## config.mk

```make
export PLATFORM = sky130hd
export DESIGN_NAME = blink_bank_flat
export DESIGN_NICKNAME = d
export VERILOG_FILES = /design/src/rtl/blink_bank_if.sv /design/src/rtl/blink_bank.sv /design/src/flat_wrapper.sv
export SDC_FILE = /design/constraint.sdc
export NUM_CORES = 1
export LEC_CHECK = 0
export BUFFER_PORTS_ARGS = -buffer_cell sky130_fd_sc_hd__buf_2
export CORE_ASPECT_RATIO = 1.2
export CORE_UTILIZATION = 60
export DETAILED_ROUTE_END_ITERATION = 8
export GPL_TIMING_DRIVEN = 0
export HOLD_SLACK_MARGIN = 0.12
export PLACE_DENSITY = 0.89
export REMOVE_ABC_BUFFERS = 1
export SLEW_MARGIN = 30
export SYNTH_ARGS = -nofsm -noshare
export SYNTH_HDL_FRONTEND = slang
export SYNTH_SLANG_ARGS = --single-unit
export TNS_END_PERCENT = 20
```

## constraint.sdc

```tcl
create_clock -name clk -period 3.9 [get_ports clk]
set_clock_uncertainty 0.05 [all_clocks]
set_input_delay 0.78 -clock clk [delete_from_list [all_inputs] [get_ports clk]]
set_output_delay 0.78 -clock clk [all_outputs]
set_load 0.02 [all_outputs]
```

## src/rtl/blink_bank_if.sv

```systemverilog
// Configuration and status bundle for blink_bank: one write port plus the
// per-channel blink and completion outputs.
interface blink_bank_if #(
    parameter int CH = 4,
    parameter int CW = 20,
    parameter int NW = 4
);
    localparam int AW = (CH > 1) ? $clog2(CH) : 1;

    logic          cfg_we;
    logic [AW-1:0] cfg_ch;
    logic [1:0]    cfg_mode;
    logic [CW-1:0] cfg_on;
    logic [CW-1:0] cfg_off;
    logic [NW-1:0] cfg_shots;
    logic [CH-1:0] out;
    logic [CH-1:0] done;

    modport master (
        output cfg_we, cfg_ch, cfg_mode, cfg_on, cfg_off, cfg_shots,
        input  out, done
    );

    modport slave (
        input  cfg_we, cfg_ch, cfg_mode, cfg_on, cfg_off, cfg_shots,
        output out, done
    );
endinterface

```

## src/rtl/blink_bank.sv

```systemverilog
// Bank of CH independent blink channels: off / steady / continuous / N-shot,
// each with programmable on and off phase lengths.
//
//   state | meaning
//   IDLE  | output low, waiting for a write
//   HOLD  | output steadily high, waiting for a write
//   ON    | on phase of a blink period, cnt counts up to on_last
//   OFF   | off phase of a blink period, cnt counts up to off_last
module blink_bank #(
    parameter int CH      = 4,
    parameter int CW      = 20,
    parameter int NW      = 4,
    parameter int RST_ON  = 155000,
    parameter int RST_OFF = 155000
) (
    input  logic         clk,
    input  logic         reset,
    blink_bank_if.slave  bus
);
    localparam int AW = (CH > 1) ? $clog2(CH) : 1;
    localparam logic [CW-1:0] RST_ON_LAST  = (RST_ON  > 0) ? CW'(RST_ON  - 1) : '0;
    localparam logic [CW-1:0] RST_OFF_LAST = (RST_OFF > 0) ? CW'(RST_OFF - 1) : '0;

    typedef enum logic [1:0] {IDLE, HOLD, ON, OFF} state_t;

    state_t        st_q       [CH];
    state_t        st_n       [CH];
    logic [CW-1:0] cnt_q      [CH];
    logic [CW-1:0] cnt_n      [CH];
    logic [1:0]    mode_q     [CH];
    logic [1:0]    mode_n     [CH];
    logic [CW-1:0] on_last_q  [CH];
    logic [CW-1:0] on_last_n  [CH];
    logic [CW-1:0] off_last_q [CH];
    logic [CW-1:0] off_last_n [CH];
    logic [NW-1:0] shots_q    [CH];
    logic [NW-1:0] shots_n    [CH];
    logic [CH-1:0] out_q, out_n;
    logic [CH-1:0] done_q, done_n;
    logic          ch_ok;

    // Phase lengths are stored as their terminal count (length-1), so a
    // programmed length of 0 collapses onto the same terminal as length 1.
    logic [CW-1:0] wr_on_last, wr_off_last;
    logic [NW-1:0] wr_shots;
    state_t        wr_state;

    generate
        if (CH == (1 << AW)) begin : g_full_range
            assign ch_ok = 1'b1;
        end else begin : g_part_range
            assign ch_ok = (32'(bus.cfg_ch) < 32'(CH));
        end
    endgenerate

    always_comb begin
        wr_on_last  = (bus.cfg_on  == '0) ? '0 : bus.cfg_on  - CW'(1);
        wr_off_last = (bus.cfg_off == '0) ? '0 : bus.cfg_off - CW'(1);
        wr_shots    = (bus.cfg_shots == '0) ? NW'(1) : bus.cfg_shots;
        case (bus.cfg_mode)
            2'b00:   wr_state = IDLE;
            2'b01:   wr_state = HOLD;
            default: wr_state = ON;
        endcase
    end

    always_comb begin
        for (int i = 0; i < CH; i++) begin
            st_n[i]       = st_q[i];
            cnt_n[i]      = cnt_q[i];
            mode_n[i]     = mode_q[i];
            on_last_n[i]  = on_last_q[i];
            off_last_n[i] = off_last_q[i];
            shots_n[i]    = shots_q[i];
            done_n[i]     = 1'b0;

            case (st_q[i])
                ON: begin
                    if (cnt_q[i] == on_last_q[i]) begin
                        st_n[i]  = OFF;
                        cnt_n[i] = '0;
                    end else begin
                        cnt_n[i] = cnt_q[i] + CW'(1);
                    end
                end
                OFF: begin
                    if (cnt_q[i] == off_last_q[i]) begin
                        cnt_n[i] = '0;
                        if (mode_q[i] == 2'b11 && shots_q[i] <= NW'(1)) begin
                            st_n[i]   = IDLE;
                            done_n[i] = 1'b1;
                        end else begin
                            st_n[i] = ON;
                            if (mode_q[i] == 2'b11)
                                shots_n[i] = shots_q[i] - NW'(1);
                        end
                    end else begin
                        cnt_n[i] = cnt_q[i] + CW'(1);
                    end
                end
                default: ;
            endcase

            // A write always wins over whatever the channel was about to do,
            // including a terminal event that would have raised done.
            if (bus.cfg_we && ch_ok && bus.cfg_ch == AW'(i)) begin
                st_n[i]       = wr_state;
                cnt_n[i]      = '0;
                mode_n[i]     = bus.cfg_mode;
                on_last_n[i]  = wr_on_last;
                off_last_n[i] = wr_off_last;
                shots_n[i]    = wr_shots;
                done_n[i]     = 1'b0;
            end

            out_n[i] = (st_n[i] == HOLD) || (st_n[i] == ON);
        end
    end

    always_ff @(posedge clk) begin
        if (reset) begin
            for (int i = 0; i < CH; i++) begin
                st_q[i]       <= OFF;
                cnt_q[i]      <= '0;
                mode_q[i]     <= 2'b10;
                on_last_q[i]  <= RST_ON_LAST;
                off_last_q[i] <= RST_OFF_LAST;
                shots_q[i]    <= NW'(1);
            end
            out_q  <= '0;
            done_q <= '0;
        end else begin
            for (int i = 0; i < CH; i++) begin
                st_q[i]       <= st_n[i];
                cnt_q[i]      <= cnt_n[i];
                mode_q[i]     <= mode_n[i];
                on_last_q[i]  <= on_last_n[i];
                off_last_q[i] <= off_last_n[i];
                shots_q[i]    <= shots_n[i];
            end
            out_q  <= out_n;
            done_q <= done_n;
        end
    end

    assign bus.out  = out_q;
    assign bus.done = done_q;
endmodule

```

## src/flat_wrapper.sv

```systemverilog
// flat-port wrapper written by rule: the top's interface ports become plain ports
module blink_bank_flat 
#(
    parameter int CH      = 4,
    parameter int CW      = 20,
    parameter int NW      = 4,
    parameter int RST_ON  = 155000,
    parameter int RST_OFF = 155000
)
  (clk, reset, bus_cfg_we, bus_cfg_ch, bus_cfg_mode, bus_cfg_on, bus_cfg_off, bus_cfg_shots, bus_out, bus_done);
  blink_bank_if #(.CH(CH), .CW(CW), .NW(NW)) bus_i ();
  input  logic clk;
  input  logic reset;
  input wire logic [$bits(bus_i.cfg_we)-1:0] bus_cfg_we;
  input wire logic [$bits(bus_i.cfg_ch)-1:0] bus_cfg_ch;
  input wire logic [$bits(bus_i.cfg_mode)-1:0] bus_cfg_mode;
  input wire logic [$bits(bus_i.cfg_on)-1:0] bus_cfg_on;
  input wire logic [$bits(bus_i.cfg_off)-1:0] bus_cfg_off;
  input wire logic [$bits(bus_i.cfg_shots)-1:0] bus_cfg_shots;
  output wire logic [$bits(bus_i.out)-1:0] bus_out;
  output wire logic [$bits(bus_i.done)-1:0] bus_done;
  assign bus_i.cfg_we = bus_cfg_we;
  assign bus_i.cfg_ch = bus_cfg_ch;
  assign bus_i.cfg_mode = bus_cfg_mode;
  assign bus_i.cfg_on = bus_cfg_on;
  assign bus_i.cfg_off = bus_cfg_off;
  assign bus_i.cfg_shots = bus_cfg_shots;
  assign bus_out = bus_i.out;
  assign bus_done = bus_i.done;
  blink_bank #(.CH(CH), .CW(CW), .NW(NW), .RST_ON(RST_ON), .RST_OFF(RST_OFF)) u_core (.clk(clk), .reset(reset), .bus(bus_i));
endmodule
```

; ---- Word-level counts from Yosys, hierarchy flattened
; Memory sizes are Yosys's and may differ from the RTL's.
; Cells that the tools add are included.
[op_classes]
n_bitwise = 32
n_reduce_logical = 21
muxes = 103
magnitude_cmp = 4
add_sub_neg = 10
eq_ne = 32
[ops]
columns = operator, n
row1 = $mux W20, 34
row2 = $eq A20 B20 Y1, 8
row3 = $pmux W20 S2, 4
row4 = $mux W4, 25
row5 = $add A20 B1 Y20 const B, 4
row6 = $mux W2, 28
row7 = $logic_not A20 Y1, 2
row8 = $sub A20 B1 Y20 const B, 2
row9 = $eq A2 B2 Y1 const B, 18
row10 = $or A1 B1 Y1, 24
row11 = $pmux W2 S2, 5
row12 = $le A4 B1 Y1 const B, 4
row13 = $reduce_or A4 Y1, 4
row14 = $sub A4 B1 Y4 const B, 4
row15 = $eq A2 B1 Y1 const B, 6
row16 = $logic_and A1 B1 Y1, 8
row17 = $not A1 Y1, 8
row18 = $mux W1, 7
row19 = $logic_not A2 Y1, 2
row20 = $logic_not A4 Y1, 1
row21 = $logic_or A1 B1 Y1, 4
[word_totals]
mem_bits_rw = 272
regBits = 8
n_memories = 6
elab_cells = 213
output_inout_bits = 8
[memory_table]
columns = memory, words, word_bits, rd, rd_clocked_by_memory_dff, write_ports, line_no
row1 = u_core.cnt_q, 4, 20, 4, 0, 4, blink_bank.sv:28  ; logic [CW-1:0] cnt_q [CH];
row2 = u_core.off_last_q, 4, 20, 4, 0, 4, blink_bank.sv:34  ; logic [CW-1:0] off_last_q [CH];
row3 = u_core.on_last_q, 4, 20, 4, 0, 4, blink_bank.sv:32  ; logic [CW-1:0] on_last_q [CH];
row4 = u_core.shots_q, 4, 4, 4, 0, 4, blink_bank.sv:36  ; logic [NW-1:0] shots_q [CH];
row5 = u_core.mode_q, 4, 2, 4, 0, 4, blink_bank.sv:30  ; logic [1:0] mode_q [CH];
row6 = u_core.st_q, 4, 2, 4, 0, 4, blink_bank.sv:26  ; state_t st_q [CH];

; ---- Depth between registers and ports, before layout
; An unclocked memory read counts as a cell.
[depth]
word_depth = 9
mapped_depth = 10

; ---- Least setup slack after synthesis
; OpenSTA, ideal clock, no wires.
[synth_timing]
kind = in2reg
from = input port bus_cfg_on[9]
to = memory u_core.on_last_q[1][2]
t_arrival_ps = 2272
required_time_ps = 3713
cell_stages = 9
setup_slack_ps = 1441
cell_sequence = nor4_1 and3_1 buf_2 and3_1 clkbuf_1 buf_2 nor2_1 nand2_1 nand3_1
[synth_rtl]
columns = item, line_no
row1 = "start, declared", flat_wrapper.sv:17  ; input wire logic [$bits(bus_i.cfg_on)-1:0] bus_cfg_on;
row2 = "end, declared", blink_bank.sv:32

==> results.yml <==
clock_tree:
  path_clk_slew_ns: 0.06
  ctsHtreeMaxLevel: 1
  cts_resized: 0
  cts_hold_buf: 0
  cts_root_buffer: "clkbuf_16"
  cts_tree: "built"
  clk_latency_ns: 0.55
  cts_num_sinks: 280
  numCtsBuffers: 28
  clk_path_buf_depth: 3
  post_cts_buffers: 0
routing:
  drt-initial-drc-count: 1346
  num_vias: 12500
  drt_pass1_iterations: 7
  drt_wl_total_um: 39800
  via_per_inst: 6.43
  drcViolationCount: 0
  wl_per_cell_um: 20.5
  antenna_left: 0
logic_synthesis:
  synth_cell_types: 64
  synthArstFlopShare: 0
  synthFlopType: "dfxtp_1"
  netlist_instances: 1671
  synth-seq-area-share: 0.405
  synth_seq_cells: 280
  avgSynthCellArea_um2: 8.29
  ys_warn_count: 0
  synth_edf_count: 0
  synthesis.area_mm2: 0.0139
die:
  core_area_mm2: 0.0225
  start_util: 0.615
  die_w_um: 141
  die_area_mm2: 0.0237
  io_pins: 59
  rows: 60
  die_h_um: 168
worst_setup_path:
  cp_max_fo: 15
  critical_path_class: "input port to flip-flop"
  arrival_ns: 3.74
  required_ns: 4.23
  slowest_stage: "a21oi_1"
  max_stage_delay_ns: 0.89
  end_kind: "flip-flop"
  crit_top_cell: "and3_1"
  crit_chain: "buf_2 -> nor4_1 -> and3_1 -> and3_1 -> nor3_1 -> a21oi_1 -> a211oi_1"
  ff2ff_path_depth: 6
  start_kind: "input port"
sta:
  post-route-min-period_ns: 3.41
  slew_viol_final: 0
  period_share: 0.875
  holdWs_ns: 0.419
  fin_setup_tns_ns: 0
  setup_viol: 0
  worst_slew_pin_slew_ns: 1.13
  final_hold_viol_count: 0
  relSlewSlack: 0.244
  fmax_mhz: 293
  rsz0062_at_grt: "no"
pwr:
  power_mw: 6.20
  power_density_mw_per_mm2: 413
  vdd_drop_max_mv: 0.345
  leakage_nw: 5.44
cells_and_area:
  layout_common_cells: "dfxtp_1 (280), nand2_1 (257), xnor2_1 (193)"
  layout.nets: 1712
  multi_input_area_mm2: 0.00767
  finish.utilization: 0.666
  fill_cells: 1753
  seq_area_mm2: 0.00561
  final_common_cell: "dfxtp_1"
  area_growth_pct: 8.23
  drive_gt1_frac: 0.0836
grt:
  grt_max_degree: 73
  globalRouteTotalUtil: 0.333
  grt_pass1_wl_um: 61900
  grt_pass1_vias: 12000
  grt.overflow.total: 0
  antenna_found_initial: 2
worst_hold_path:
  hold_depth: 2
  hold_path_class: "flip-flop to flip-flop"
outcome:
  status: "completed"
placed_design:
  dp_hpwl_um: 26900
  gp_congestion: 0.927
  portBuffers: 58
job:
  cap_violations: 0
kinds of logic (layout without fill, tap and decap cells):
kind of cell               count (synthesis)  count (layout)  share of synthesized area
other                                      0               2                          0
adders and majority gates                 16              16                     0.0144
DFF                                      280             280                      0.405
and+or+nand+nor                          690             690                      0.243
buffers and inverters                    153             144                     0.0455
xor gates and xnor gates                 265             265                      0.170
muxes                                      5               5                    0.00370
AOI/OAI and AO/OA                        262             262                      0.119
area by class of cell:
| cell class | instances | share of cell area |
|---|---|---|
| Tap cell | 279 | 0.0233 |
| Antenna cell | 2 | 0.000334 |
| Sequential cell | 280 | 0.374 |
| Inverter | 30 | 0.00784 |
| Multi-Input combinational cell | 1238 | 0.511 |
| Clock inverter | 4 | 0.00159 |
| Clock buffer | 43 | 0.0539 |
| Timing Repair Buffer | 67 | 0.0280 |
cells in the mapped netlist, types with 3 or more instances:
library cell | instances | area share
a211oi_1 | 13 | 0.0070
a21oi_1 | 105 | 0.038
a2bb2oi_1 | 6 | 0.0038
a31o_2 | 3 | 0.0019
a31oi_1 | 5 | 0.0023
and2_1 | 5 | 0.0023
and3_1 | 14 | 0.0063
and4_1 | 8 | 0.0051
buf_1 | 6 | 0.0016
buf_2 | 12 | 0.0043
buf_6 | 5 | 0.0041
clkbuf_1 | 99 | 0.027
dfxtp_1 | 280 | 0.40
ha_1 | 16 | 0.014
inv_1 | 30 | 0.0081
mux2i_1 | 4 | 0.0029
nand2_1 | 257 | 0.070
nand2b_1 | 12 | 0.0054
nand3_1 | 54 | 0.020
nand3b_1 | 8 | 0.0043
nand4_1 | 63 | 0.028
nand4b_1 | 4 | 0.0025
nor2_1 | 81 | 0.022
nor2b_1 | 3 | 0.0014
nor3_1 | 114 | 0.041
nor3b_1 | 5 | 0.0027
nor4_1 | 16 | 0.0072
o211ai_1 | 56 | 0.030
o21ai_0 | 40 | 0.014
o22ai_1 | 4 | 0.0018
o311ai_0 | 8 | 0.0051
o31ai_1 | 4 | 0.0022
o41ai_1 | 4 | 0.0025
or2_2 | 5 | 0.0023
or3_1 | 21 | 0.0095
or4_1 | 3 | 0.0016
xnor2_1 | 193 | 0.12
xnor2_2 | 4 | 0.0047
xor2_1 | 68 | 0.043
flip-flops by register name, summed over array words and instances (netlist names):
register and flops:
u_core.shots_q 16, u_core.st_q 8, u_core.cnt_q 80, u_core.bus.done 4
u_core.on_last_q 80, u_core.mode_q 8, u_core.bus.out 4, u_core.off_last_q 80
where the power goes:
| group | switching, mW | internal, mW |
|---|---|---|
| combinational | 0.378 | 0.218 |
| sequential | 0.106 | 2.97 |
| clock | 1.11 | 1.41 |
| total | 1.59 | 4.60 |
stage by stage:
stage / cells / setup WS, ns / cell area [µm²]
2_1_floorplan: 1548 / 0.516 / 13300
3_3_place_gp: 1885 / -2.43 / 14000
3_5_place_dp: 1894 / 0.296 / 14200
4_1_cts: 1941 / 0.845 / 15000
5_1_grt: 1942 / 0.480 / 15000
6_report: 1943 / 0.486 / 15000
path summary, 6_finish.rpt:
kind | end | slack [ns] | start
max | u_core.on_last_q[2][18] | 0.49 | bus_cfg_on[7]
min | u_core.on_last_q[2][9] | 0.42 | u_core.on_last_q[2][9]
max reg2reg | u_core.cnt_q[0][32] | 1.16 | u_core.cnt_q[0][31]
min reg2reg | u_core.on_last_q[2][9] | 0.42 | u_core.on_last_q[2][9]
metal layers:
metal  GRT usage  wire length (µm)  vias up
li1            -                 -     5722
met1       0.404             15100     5862
met2       0.536             17900      710
met3      0.0639              3900      193
met4       0.227              2920        2
met5           0                 9        -
critical path, delay by kind of cell:
family | cells | cell delay, ns
AOI/OAI and AO/OA | 2 | 1.08
buffers and inverters | 1 | 0.13
and+or+nand+nor | 4 | 1.75
Note: power is estimated with default switching activity, not from simulation.
